[src/rtl/fetch_pkg.sv]
// Shared types and constants for the instruction fetch stage.
package fetch_pkg;

  typedef enum logic [1:0] {StIdle, StRun, StFault} fetch_state_e;

  localparam int unsigned INSTR_W = 32;
  localparam int unsigned PC_STEP = 4;

  typedef struct packed {
    logic [INSTR_W-1:0] instr;
    logic [31:0]        pc;
  } fetch_entry_t;

  // Word-aligned and inside 0..limit-4.
  function automatic logic pc_legal(input logic [31:0] addr, input logic [31:0] limit);
    return (addr[1:0] == 2'b00) && (addr < limit);
  endfunction

endpackage

[src/rtl/fetch_skid_buffer.sv]
// IF/ID output register backed by a one-entry skid so a response that lands
// while decode stalls is kept rather than dropped.
module fetch_skid_buffer
  import fetch_pkg::*;
#(
  parameter logic [31:0] ResetPc = 32'h0000_0000
) (
  input  logic         clk_i,
  input  logic         rst_ni,
  input  logic         flush_i,
  input  logic         in_valid_i,
  input  fetch_entry_t in_entry_i,
  output logic         in_ready_o,
  output logic         out_valid_o,
  output fetch_entry_t out_entry_o,
  input  logic         out_ready_i
);

  logic         out_valid_q, out_valid_d;
  fetch_entry_t out_entry_q, out_entry_d;
  logic         skid_valid_q, skid_valid_d;
  fetch_entry_t skid_entry_q, skid_entry_d;

  always_comb begin
    out_valid_d  = out_valid_q;
    out_entry_d  = out_entry_q;
    skid_valid_d = skid_valid_q;
    skid_entry_d = skid_entry_q;
    if (flush_i) begin
      out_valid_d  = 1'b0;
      skid_valid_d = 1'b0;
    end else if (!out_valid_q || out_ready_i) begin
      // Output frees up: older skid entry goes first, new response backfills the skid.
      if (skid_valid_q) begin
        out_valid_d  = 1'b1;
        out_entry_d  = skid_entry_q;
        skid_valid_d = in_valid_i;
        skid_entry_d = in_entry_i;
      end else begin
        out_valid_d = in_valid_i;
        if (in_valid_i) begin
          out_entry_d = in_entry_i;
        end
      end
    end else if (in_valid_i) begin
      skid_valid_d = 1'b1;
      skid_entry_d = in_entry_i;
    end
  end

  always_ff @(posedge clk_i or negedge rst_ni) begin
    if (!rst_ni) begin
      out_valid_q  <= 1'b0;
      out_entry_q  <= '{instr: '0, pc: ResetPc};
      skid_valid_q <= 1'b0;
      skid_entry_q <= '0;
    end else begin
      out_valid_q  <= out_valid_d;
      out_entry_q  <= out_entry_d;
      skid_valid_q <= skid_valid_d;
      skid_entry_q <= skid_entry_d;
    end
  end

  assign in_ready_o  = !skid_valid_q;
  assign out_valid_o = out_valid_q;
  assign out_entry_o = out_entry_q;

endmodule

[src/rtl/instr_fetch_unit.sv]
// Fetch stage: issues imem reads from pc, computes next_pc (step/hold/redirect)
// and presents fetched words on a valid/ready IF/ID interface.
module instr_fetch_unit
  import fetch_pkg::*;
#(
  parameter int unsigned IMEM_BYTES = 1024,
  parameter logic [31:0] RESET_PC   = 32'h0000_0000
) (
  input  logic        clk,
  input  logic        rst,
  input  logic [31:0] pc,
  output logic [31:0] next_pc,
  output logic [31:0] imem_addr,
  output logic        imem_en,
  input  logic [31:0] imem_rdata,
  input  logic        redirect_valid,
  input  logic [31:0] redirect_target,
  output logic        if_valid,
  output logic [31:0] if_instr,
  output logic [31:0] if_pc,
  input  logic        if_ready,
  output logic        fetch_fault,
  output logic [31:0] fault_pc
);

  localparam logic [31:0] ImemLimit = 32'(IMEM_BYTES);

  fetch_state_e state_q, state_d;
  logic         inflight_q;
  logic [31:0]  inflight_pc_q;
  logic         fault_q, fault_d;
  logic [31:0]  fault_pc_q, fault_pc_d;

  logic         pc_ok, can_issue, issue, fault_evt;
  logic         skid_ready, resp_valid;
  fetch_entry_t resp_entry, out_entry;

  assign pc_ok = pc_legal(pc, ImemLimit);

  // A response still in flight while the output is stalled will occupy the skid,
  // so a second request could not be absorbed.
  assign can_issue = (state_q == StRun) && !redirect_valid && skid_ready &&
                     !(if_valid && !if_ready && inflight_q);
  assign issue     = can_issue && pc_ok;
  assign fault_evt = can_issue && !pc_ok;

  assign imem_en   = issue;
  assign imem_addr = pc;

  always_comb begin
    if (redirect_valid) begin
      next_pc = redirect_target;
    end else if (issue) begin
      next_pc = pc + 32'(PC_STEP);
    end else begin
      next_pc = pc;
    end
  end

  always_comb begin
    state_d    = state_q;
    fault_d    = fault_q;
    fault_pc_d = fault_pc_q;
    unique case (state_q)
      StIdle: state_d = StRun;
      StRun: begin
        if (fault_evt) begin
          state_d    = StFault;
          fault_d    = 1'b1;
          fault_pc_d = pc;
        end
      end
      StFault: begin
        if (redirect_valid && pc_legal(redirect_target, ImemLimit)) begin
          state_d = StRun;
          fault_d = 1'b0;
        end
      end
      default: state_d = StIdle;
    endcase
  end

  always_ff @(posedge clk or negedge rst) begin
    if (!rst) begin
      state_q       <= StIdle;
      inflight_q    <= 1'b0;
      inflight_pc_q <= '0;
      fault_q       <= 1'b0;
      fault_pc_q    <= '0;
    end else begin
      state_q    <= state_d;
      inflight_q <= issue;
      if (issue) begin
        inflight_pc_q <= pc;
      end
      fault_q    <= fault_d;
      fault_pc_q <= fault_pc_d;
    end
  end

  // A redirect in the response cycle kills the in-flight word.
  assign resp_valid = inflight_q && !redirect_valid;
  assign resp_entry = '{instr: imem_rdata, pc: inflight_pc_q};

  fetch_skid_buffer #(
    .ResetPc(RESET_PC)
  ) u_skid (
    .clk_i      (clk),
    .rst_ni     (rst),
    .flush_i    (redirect_valid),
    .in_valid_i (resp_valid),
    .in_entry_i (resp_entry),
    .in_ready_o (skid_ready),
    .out_valid_o(if_valid),
    .out_entry_o(out_entry),
    .out_ready_i(if_ready)
  );

  assign if_instr    = out_entry.instr;
  assign if_pc       = out_entry.pc;
  assign fetch_fault = fault_q;
  assign fault_pc    = fault_pc_q;

endmodule
[config.mk]
export PLATFORM = sky130hd
export DESIGN_NAME = instr_fetch_unit
export DESIGN_NICKNAME = d
export VERILOG_FILES = /design/src/rtl/fetch_pkg.sv /design/src/rtl/fetch_skid_buffer.sv /design/src/rtl/instr_fetch_unit.sv
export SDC_FILE = /design/constraint.sdc
export NUM_CORES = 1
export LEC_CHECK = 0
export CAP_MARGIN = 20
export CORE_UTILIZATION = 46
export CTS_CLUSTER_SIZE = 12
export DETAILED_ROUTE_END_ITERATION = 12
export PLACE_DENSITY = 0.78
export SLEW_MARGIN = 15
export SYNTH_ARGS = -nofsm -noshare
export SYNTH_HDL_FRONTEND = slang
export SYNTH_HIERARCHICAL = 1
export SYNTH_SLANG_ARGS = --single-unit
[constraint.sdc]
create_clock -name clk -period 3 [get_ports clk]
set_input_delay 0.75 -clock clk [delete_from_list [all_inputs] [get_ports clk]]
set_output_delay 0.75 -clock clk [all_outputs]
set_load 0.02 [all_outputs]
* Yosys cells after proc, flatten, opt, wreduce, memory -nomap -nowiden
Index checks and enable logic that the tools add are counted.
** Operators by class
- Add/subtract/negate cells :: 1
- Bitwise gates (word level) :: 1
- Order comparisons :: 2
- Muxes and demuxes :: 19
- Equal/unequal tests :: 5
- Reduce and logical (&&, ||, !) cells :: 31
** Operators with widths (count)
- $mux 64 :: 4
- $lt 32x11->1 const B :: 2
- $mux 32 :: 2
- $add 32x3->32 const B :: 1
- $logic_and 1x1->1 :: 11
- $mux 1 :: 9
- $reduce_and 3->1 :: 3
- $reduce_bool 2->1 :: 4
- $logic_not 1->1 :: 6
- $logic_not 2->1 :: 3
- $pmux 2 s3 :: 1
- $mux 2 :: 2
- $ne 2x2->1 const B :: 2
- $reduce_and 2->1 :: 2
- $reduce_bool 3->1 :: 1
- $eq 2x1->1 const B :: 1
- $eq 2x2->1 const B :: 1
- $ne 2x1->1 const B :: 1
- $pmux 1 s2 :: 1
- $logic_or 1x1->1 :: 1
- $not 1->1 :: 1
** Storage, ports and cells
- Register bits :: 198
- Output and inout bits :: 163
- Word-level logic and storage cells :: 70

* Depth between registers and ports, before layout
Gate-level depths: netlist of the first run.
- Depth after elaboration :: 8
- Depth in mapped cells :: 10
- Mapped depth without buffers :: 5

* By module
Netlist of the first run, hierarchy kept.
** By module, submodules not included
- fetch_skid_buffer :: area an instance 5635.4 um2, sequential area each 3253.1 um2, instances 1, cells each 354
- instr_fetch_unit :: area an instance 3485.8 um2, sequential area each 1701.6 um2, instances 1, cells each 293

* Worst setup path before layout of the first run
OpenSTA, ideal clock, no wires.
- Path type :: input -> output
- Start point :: in pc[19]
- End point :: out next_pc[8]
- Arrival time :: 2.267 ns
- Path buffers :: 1
- Cell stages on the path :: 5
- Data required time :: 2.250 ns
- Path slack :: -0.017 ns
- Cell sequence :: nor4_2 > nand4_2 > nor3_4 > buf_2 > o211ai_1
** On the way
- Cells in the longest elaborated chain, start to end :: 5
** Ends and longest elaborated chain
- from (decl) :: line instr_fetch_unit.sv:11 : input logic [31:0] pc,
- $lt 32x11->1 :: line fetch_pkg.sv:16 : return (addr[1:0] == 2'b00) && (addr < limit);
- $logic_and 1x1->1 :: line fetch_pkg.sv:16
- $logic_and 1x1->1 :: line instr_fetch_unit.sv:44 : assign issue = can_issue && pc_ok;
- via imem_en :: line instr_fetch_unit.sv:14 : output logic imem_en,
- $mux 32 :: line instr_fetch_unit.sv:53 : end else if (issue) begin
- $mux 32 :: line instr_fetch_unit.sv:51 : if (redirect_valid) begin
- to (decl) :: line instr_fetch_unit.sv:12 : output logic [31:0] next_pc,
The timed path passes the listed nets, and every way through them passes these cells.

* Final worst setup path of the first run
- Start point :: in pc[11]
- End point :: out next_pc[8]
** On the way
- Cells in the longest elaborated chain, start to end :: 5
** Ends and longest elaborated chain (line)
- $lt 32x11->1 :: fetch_pkg.sv:16
- $logic_and 1x1->1 :: fetch_pkg.sv:16
- $logic_and 1x1->1 :: instr_fetch_unit.sv:44
- $mux 32 :: instr_fetch_unit.sv:53
- $mux 32 :: instr_fetch_unit.sv:51
No other way between the ends.

==> results of run 1 <==
[power by group through the flow]
stage | clock network [W] | logic [W] | registers (W)
CTS | 0.00215 | 0.00179 | 0.00303
global route | 0.00226 | 0.00189 | 0.00306
floorplan | 0 | 0.000544 | 0.00334
global placement | 0 | 0.00176 | 0.00307
detailed placement | 0 | 0.00178 | 0.00307
finish | 0.00208 | 0.00178 | 0.00303
[final timing paths]
path | cells past startpoint | to | slack (ns)
setup / recovery | 8 | next_pc[8] | 0.05
hold / removal | 1 | u_skid/skid_entry_q[44]$_DFFE_PN0P_ | 0.28
setup reg to reg | 5 | u_skid/out_entry_o[3]$_DFFE_PN0P_ | 0.55
hold reg to reg | 1 | state_q[0]$_DFFE_PN0P_ | 0.48
max in group asynchronous | 2 | u_skid/out_entry_o[9]$_DFFE_PN0P_ | 2.00
min in group clk | 1 | state_q[0]$_DFFE_PN0P_ | 0.48
[cell usage after synthesis, types with 2 or more instances]
cell type and n:
nor3_1 4, clkbuf_1 5, a31oi_1 2, nand2b_1 2
buf_2 16, inv_1 4, o211ai_1 4, nor2b_1 29
nand4_1 9, dfrtp_1 198, buf_6 5, o31ai_1 5
buf_4 37, and2_1 2, nand3_1 7, mux2_2 241
nor4_2 4, nor2_1 7, a21boi_0 2, nor4b_1 2
mux2_1 14, nand2_1 10, and4bb_2 2, o21ai_0 3
a22oi_1 3, buf_1 3, nor4_1 9, nor3_4 2
a21oi_1 3
[logic make-up after synthesis]
group,after synthesis,synth area share
buffers and inverters,71,0.0508
AOI/OAI and AO/OA,28,0.0236
muxes,255,0.315
DFF,198,0.543
and+or+nand+nor,94,0.0663
adders and majority gates,1,0.00137
[layer usage]
metal  global-route usage  up-vias
li1                     -     2882
met1                0.266     3167
met2                0.376      224
met3               0.0664       42
met4               0.0815        2
met5                    0        -
[registers in the layout, summed over array words and instances (netlist names)]
name	count
u_skid/skid_valid_q	1
fetch_fault	1
inflight_pc_q	32
u_skid/skid_entry_q	64
inflight_q	1
u_skid/out_entry_o	64
state_q	2
fault_pc	32
u_skid/out_valid_o	1
[layout make-up]
class                           instances  area share
Sequential cell                       198       0.383
Clock inverter                         11     0.00764
Multi-Input combinational cell        378       0.299
Timing Repair Buffer                  334       0.248
Inverter                                5     0.00145
Tap cell                              265      0.0256
Antenna cell                            1    0.000193
Clock buffer                           20      0.0345
[layout by cell type (no fill, tap or decap), types with 8 or more instances in the layout]
cell type / instances
nand4_1: 9
clkbuf_16: 17
mux2_2: 241
mux2_1: 14
dfrtp_1: 197
buf_6: 10
nor2b_1: 29
buf_2: 15
clkdlybuf4s50_1: 215
buf_4: 62
buf_12: 8
nand2_1: 8
[worst register-to-register path: stages, from the launching register on]
cell and delay, ns:
dfrtp_2 0.36, buf_4 0.73, nor2_1 0.23, nor3_4 0.28, buf_12 0.31, mux2_2 0.43
[timing repair]
action | in CTS | in global routing
pin swaps | 20 | 12
resized for setup | 156 | 41
buffers inserted | 5 | 5
setup endpoints to repair | 29 | 14
[metrics by stage]
stage	cells	setup TNS, ns	hold slack, ns	cell area, um^2	util
finish	1212	0	0.281	12900	0.665
global route	1212	-0.0559	0.298	12900	0.665
CTS	1206	-0.0108	0.290	12900	0.661
detailed placement	1171	-12.35	0.473	12200	0.627
global placement	1171	-11.81	0.463	12200	0.627
floorplan	647	0	0.443	9120	-
==> run summary, run 1 <==
Syn-to-layout area delta - 41.9%
Residual DRC - 0
Number of DRC markers in iteration 0 - 325
Max_cap viols - 0
Part of the power in combinational logic - 0.259
M1 WL - 9050 um
Hold Vio Cnt, Final - 0
Net Switching - 0.00196 W
Worst Clk Skew - 0.00906 ns
Die height - 143 um
Worst endpoint required time - 2.25 ns
Synth cell types - 42
Worst hold path class - in2async
Final setup vio count - 0
Switching Share - 0.284
H-tree Lvls - 4
Synth area leader - dfrtp_1
Routed vias - 6317
CP dominant cell by count - buf_6
DR top layer - met5
Hold-fix buffers, CTS - 0
Power per cell area - 533 mW/mm^2
DIE WIDTH - 143 um
RSZ-0062 raised after global routing - true
EDFF count, synth - 0
Worst-Margin Slew - 0.980 ns
Synth Net Count - 748
Final Max Tran Viols - 0
Pre-CTS setup slack - -0.827 ns
Initial Util - 0.469
GRT overflow - 0
CP Cell Sequence - buf_2, nor4_4, nand4_4, buf_6, nor3_4, buf_6, o211ai_1, buf_4
Core area - 0.0195 mm^2
Worst Slack Setup Final - 0.0530 ns
Synthesized instance count - 647
Final worst-path cycle share - 0.982
WP buf/inv - 4
Standard-cell rows - 51
DR vias/cell - 5.21
Ranking of synthesized cells by area - dfrtp_1, mux2_2, buf_4
Clock buffer depth - 2
Clock network fraction of design power - 0.302
Routability congestion estimate - 0.871
Largest net degree at the start of global routing - 68
Vias in the first global route - 6689
DR pass1 iterations - 6
Drt total wl - 22000 um
Root buffer cell - clkbuf_16
Crit-path slowest cell - nor4_4
WL met2 - 10800 um
Arrival @ worst endpoint - 2.20 ns
Outcome - complete, no violations
# port buffers - 262
Post-DP HPWL - 15400 um
Static Leak - 6.03 nW
Crit path max-delay family - simple AND/OR/NAND/NOR gates
Fillers - 1466
Gr usage total - 0.222
Area occupied by multi-input gates - 0.00387 mm^2
Worst vdd ir - 0.383 mV
Clk_lat worst skew - 0.42 ns
Area of the die - 0.0204 mm^2
CTS clock-pin slew for the worst setup and hold paths - 0.07 ns
Routed wl met3 - 1550 um
Final min period - 2.95 ns
Post-route ant nets - 0
Flip-flop and latch area - 0.00496 mm^2
Max_slew headroom - 0.346
Synth warn - 6
Int Pwr - 0.00494 W
Worst setup SP type - input pin
CP peak stage delay - 0.35 ns
Fin nets - 1035
Worst setup path class - in2out
Synth Flop Type - dfrtp_1
Post-detailed-route wirelength per cell - 18.1 um
Avg Cell Area, Syn - 14.1 um^2
CP Capture Type - primary output
Synthesized area - 0.00912 mm^2
Async SR Flop Fraction - 1.00
Initial antenna violation count - 2
Share of power burned in registers - 0.439
Fmax - 339 MHz
Flops & latches, synth - 198
Total power - 0.00689 W
Cts bufs inserted - 17
Fraction of layout cells with a size suffix above 1 - 0.425
CTS tree - done
# IOs - 263
Register area share after synthesis - 0.543
Top-area cell type share of the netlist area - 0.543
Clock Sinks - 198
First-pass GRT wire length - 34700 um
Worst-path fanout max - 4
Worst Setup SP - pc[11]
RR Startpoint - u_skid/skid_valid_q$_DFFE_PN0P_
Note: power is estimated with default switching activity, not from simulation.
==> run 2: changes to the inputs <==
==> constraint.sdc (replaced) <==
create_clock -name clk -period 3 [get_ports clk]
set_input_delay 0.45 -clock clk [delete_from_list [all_inputs] [get_ports clk]]
set_output_delay 0.45 -clock clk [all_outputs]
set_load 0.02 [all_outputs]
==> run summary, run 2 (synthesis results as in run 1) <==
Fmax - 345 MHz
Commonest non-fill, non-tap cells in the layout - clkdlybuf4s50_1, mux2_2, dfrtp_1, buf_4, nor2b_1
CTS tree - done
Worst vdd ir - 0.376 mV
Post-CTS Setup Bufs - 0
Post-route ant nets - 0
Worst Clk Skew - 0.0123 ns
Routed vias - 6264
Area of placed instances - 0.0122 mm^2
Power per cell area - 562 mW/mm^2
Clock buffer depth - 2
Worst-Margin Slew - 1.00 ns
Worst Slack Setup Final - 0.105 ns
Final setup vio count - 0
Pre-CTS setup slack - -0.238 ns
Gr usage total - 0.230
Arrival @ worst endpoint - 2.44 ns
First-pass GRT wire length - 35800 um
Initial Util - 0.469
Vias in the first global route - 6867
Area of the die - 0.0204 mm^2
Worst endpoint required time - 2.55 ns
Post-DP HPWL - 15700 um
RSZ-0062 raised after global routing - false
Root buffer cell - clkbuf_16
Max_slew headroom - 0.333
Fin nets - 1029
Hold Vio Cnt, Final - 0
# IOs - 263
Final instance area - 0.0129 mm^2
GRT overflow - 0
# port buffers - 262
Syn-to-layout area delta - 41.5%
Max_cap viols - 0
DIE WIDTH - 143 um
Total power - 0.00725 W
Number of DRC markers in iteration 0 - 163
Static Leak - 5.94 nW
CP Capture Type - primary output
Drt total wl - 22200 um
Standard-cell rows - 51
Outcome - complete, no violations
Ant diodes - 0
Final Max Tran Viols - 0
Worst setup path class - in2out
Core area - 0.0195 mm^2
Residual DRC - 0
DR vias/cell - 5.19
Cts bufs inserted - 17
Leading cell type in the layout, fill and taps excluded - clkdlybuf4s50_1
Clock Sinks - 198
H-tree Lvls - 4
Largest net degree at the start of global routing - 72
Die height - 143 um
Fraction of layout cells with a size suffix above 1 - 0.380
Clk_lat worst skew - 0.43 ns
Worst hold path class - reg2reg
Routability congestion estimate - 0.978
Final worst-path cycle share - 0.965
Worst-path fanout max - 4
Post-detailed-route wirelength per cell - 18.4 um
CTS clock-pin slew for the worst setup and hold paths - 0.07 ns
DR pass1 iterations - 4
Final min period - 2.89 ns
Worst setup SP type - input pin
Initial antenna violation count - 0
## run 2: cell count changes in the layout (fill, tap and decap cells not counted), moves of 7 or more
| cell | change |
|---|---|
| buf_2 | -14 |
| clkdlybuf4s50_1 | +35 |
| dlymetal6s2s_1 | -7 |
| buf_6 | -10 |
## run 2: per-layer routing
metal | wire (um) | vias up | GRT usage
met5 | 0 | - | 0
met4 | 602 | 0 | 0.0770
met3 | 1450 | 35 | 0.0664
met2 | 11200 | 223 | 0.404
met1 | 8950 | 3137 | 0.269
li1 | - | 2869 | -
## run 2: worst paths after layout
check | start | slack (ns) | cells past startpoint | to
hold / removal | state_q[1]$_DFFE_PN0P_ | 0.49 | 1 | state_q[0]$_DFFE_PN0P_
setup / recovery | pc[31] | 0.11 | 8 | next_pc[3]
setup reg to reg | u_skid/skid_valid_q$_DFFE_PN0P_ | 0.55 | 5 | u_skid/out_entry_o[51]$_DFFE_PN0P_
max in group asynchronous | rst | 1.72 | 3 | inflight_pc_q[10]$_DFFE_PN0N_
hold reg to reg | state_q[1]$_DFFE_PN0P_ | 0.49 | 1 | state_q[0]$_DFFE_PN0P_
min in group asynchronous | rst | 0.50 | 2 | u_skid/out_entry_o[18]$_DFFE_PN0P_
## run 2: worst max-delay path, stage by stage
cell and delay (ns):
clkdlybuf4s50_1 0.45, nor4_2 0.28, buf_4 0.19, nand4_4 0.14, buf_4 0.18, o31ai_1 0.27, a31oi_1 0.15, dlygate4sd2_1 0.35
## run 2: per-stage QoR
| step | hold slack (ns) | util | cells | setup TNS [ns] |
|---|---|---|---|---|
| final | 0.485 | 0.663 | 1206 | 0 |
| after global routing | 0.512 | 0.663 | 1206 | 0 |
| after CTS | 0.490 | 0.663 | 1206 | 0 |
| after detailed placement | 0.404 | 0.628 | 1173 | -1.59 |
| after global placement | 0.405 | 0.628 | 1173 | -1.77 |
| after floorplan | 0.154 | - | 647 | 0 |
## run 2: report_power, final
| part | internal (W) | switching, W | total (W) | leakage [nW] |
|---|---|---|---|---|
| logic | 0.000918 | 0.000831 | 0.00175 | 2.94 |
| clock network | 0.00137 | 0.00111 | 0.00248 | 0.314 |
| registers | 0.00290 | 0.000121 | 0.00302 | 2.69 |
## run 2: area by class of cell
class / instances / area [um^2]
fill: 1468 / 6560
sequential: 198 / 4960
tap: 265 / 332
multi-input combinational: 378 / 3760
clock buffer: 17 / 425
clock inverter: 15 / 229
inverter: 5 / 18.8
timing repair buffer: 328 / 3190
## run 2: timing repair
item | in CTS | in global routing
hold endpoints to repair | 39 | 0
resized for setup | 14 | 7
hold buffers | 1 | 0
pin swaps | 1 | 2
setup endpoints to repair | 10 | 5
==> run 3: changes to the inputs <==
CORE_MARGIN = 8   (was unset)
==> run summary, run 3 (synthesis results as in run 1) <==
Number of DRC markers in iteration 0 - 242
Hold Vio Cnt, Final - 0
Initial Util - 0.469
First-pass GRT wire length - 38100 um
Final instance area - 0.0128 mm^2
CTS tree - done
Placed cells - 1170
Clock Sinks - 198
Standard-cell rows - 51
Clock buffer depth - 2
Post-Layout Cell Count - 1203
Worst Clk Skew - 0.0143 ns
Fillers - 1492
H-tree Lvls - 4
Residual DRC - 0
# port buffers - 262
Syn-to-layout area delta - 40.9%
CTS clock-pin slew for the worst setup and hold paths - 0.08 ns
Global-route track usage on met1 - 0.229
Power per cell area - 553 mW/mm^2
Global-route layer with the greatest usage - met2
CP Capture Type - primary output
Initial antenna violation count - 1
Routability congestion estimate - 0.956
Clk_lat worst skew - 0.42 ns
Area of placed instances - 0.0122 mm^2
Max_cap viols - 0
Final Max Tran Viols - 0
Vias in the first global route - 7005
Worst hold path class - in2async
Post-CTS Setup Bufs - 0
Met2 usage - 0.337
Arrival @ worst endpoint - 2.43 ns
GR Layer Usage met3 - 0.0667
Pre-CTS setup slack - -0.336 ns
Cts bufs inserted - 17
Die height - 157 um
Outcome - complete, no violations
Commonest non-fill, non-tap cells in the layout - clkdlybuf4s50_1, mux2_2, dfrtp_1, buf_4, nor2b_1
Worst Slack Setup Final - 0.121 ns
Worst-path fanout max - 4
Final worst-path cycle share - 0.960
Routed vias - 6160
# IOs - 263
Fraction of layout cells with a size suffix above 1 - 0.381
Worst vdd ir - 0.367 mV
Worst-Margin Slew - 0.972 ns
Worst setup path class - in2out
Root buffer cell - clkbuf_16
Post-DP HPWL - 17200 um
Worst endpoint required time - 2.55 ns
Fmax - 347 MHz
Fin nets - 1025
Area of the die - 0.0246 mm^2
Post-detailed-route wirelength per cell - 19.6 um
DR pass1 iterations - 4
RSZ-0062 raised after global routing - false
Max_slew headroom - 0.352
Core area - 0.0195 mm^2
Largest net degree at the start of global routing - 70
DIE WIDTH - 157 um
Leading cell type in the layout, fill and taps excluded - clkdlybuf4s50_1
Sum Neg Setup Slack - 0 ns
Worst setup SP type - input pin
Gr usage total - 0.198
Final setup vio count - 0
Post-route ant nets - 0
Hold-fix buffers, CTS - 0
Static Leak - 5.91 nW
Final min period - 2.88 ns
DR vias/cell - 5.12
Drt total wl - 23600 um
GRT overflow - 0
-- run 3: changes by cell type in the layout (fill, tap and decap cells not counted), moves of 2 or more --
cell             previous run  this run
bufinv_16                   3         1
buf_4                      58        53
dlygate4sd2_1               8         4
clkinv_4                    1         3
clkdlybuf4s15_2             0         2
-- run 3: repair_timing --
action / 4_1_cts / 5_1_grt
endpoints found under the hold margin: 0 / 0
pin swaps: 1 / 1
setup endpoints to repair: 10 / 10
resized for setup: 18 / 13
-- run 3: layer usage --
layer	share of wire	vias to the layer above	wire length (um)
li1	-	2857	-
met1	0.40	3057	9480
met3	0.080	28	1890
met2	0.50	218	11800
met4	0.020	0	466
met5	0	-	0
-- run 3: critical path: stages --
cell,delay (ns)
clkdlybuf4s50_1,0.52
nor4_4,0.24
buf_4,0.17
nand4_4,0.14
o311a_1,0.39
a221o_1,0.26
clkdlybuf4s15_2,0.26
-- run 3: final cells by class --
class / count / area, um^2 / area share
clock inverter: 14 / 179 / 0.0139
tap: 265 / 332 / 0.0258
timing repair buffer: 324 / 3180 / 0.247
clock buffer: 18 / 429 / 0.0334
antenna: 1 / 2.50 / 0.000195
sequential: 198 / 4960 / 0.386
multi-input combinational: 378 / 3760 / 0.292
inverter: 5 / 18.8 / 0.00146
-- run 3: metrics by stage --
step | power (W) | hold slack (ns) | utilization
3_3_place_gp | 0.00486 | 0.468 | 0.627
4_1_cts | 0.00719 | 0.0297 | 0.659
6_report | 0.00710 | 0.0145 | 0.660
3_5_place_dp | 0.00487 | 0.476 | 0.627
5_1_grt | 0.00743 | 0.0300 | 0.660
2_1_floorplan | 0.00388 | 0.154 | -
-- run 3: path summary, 6_finish.rpt --
kind | from | end | slack [ns] | depth (start not counted)
hold reg to reg | state_q[0]$_DFFE_PN0P_ | state_q[0]$_DFFE_PN0P_ | 0.48 | 1
max in group asynchronous | rst | u_skid/out_entry_o[7]$_DFFE_PN0P_ | 2.23 | 2
setup reg to reg | u_skid/skid_valid_q$_DFFE_PN0P_ | u_skid/out_entry_o[33]$_DFFE_PN0P_ | 0.59 | 5
hold / removal | rst | u_skid/skid_entry_q[16]$_DFFE_PN0P_ | 0.01 | 1
setup / recovery | pc[28] | next_pc[2] | 0.12 | 7
min in group clk | state_q[0]$_DFFE_PN0P_ | state_q[0]$_DFFE_PN0P_ | 0.48 | 1
-- run 3: power by group --
part / switching (W) / leakage [nW] / internal [W]
combinational: 0.000851 / 2.93 / 0.000931
clock: 0.00110 / 0.295 / 0.00121
sequential: 0.000119 / 2.69 / 0.00290
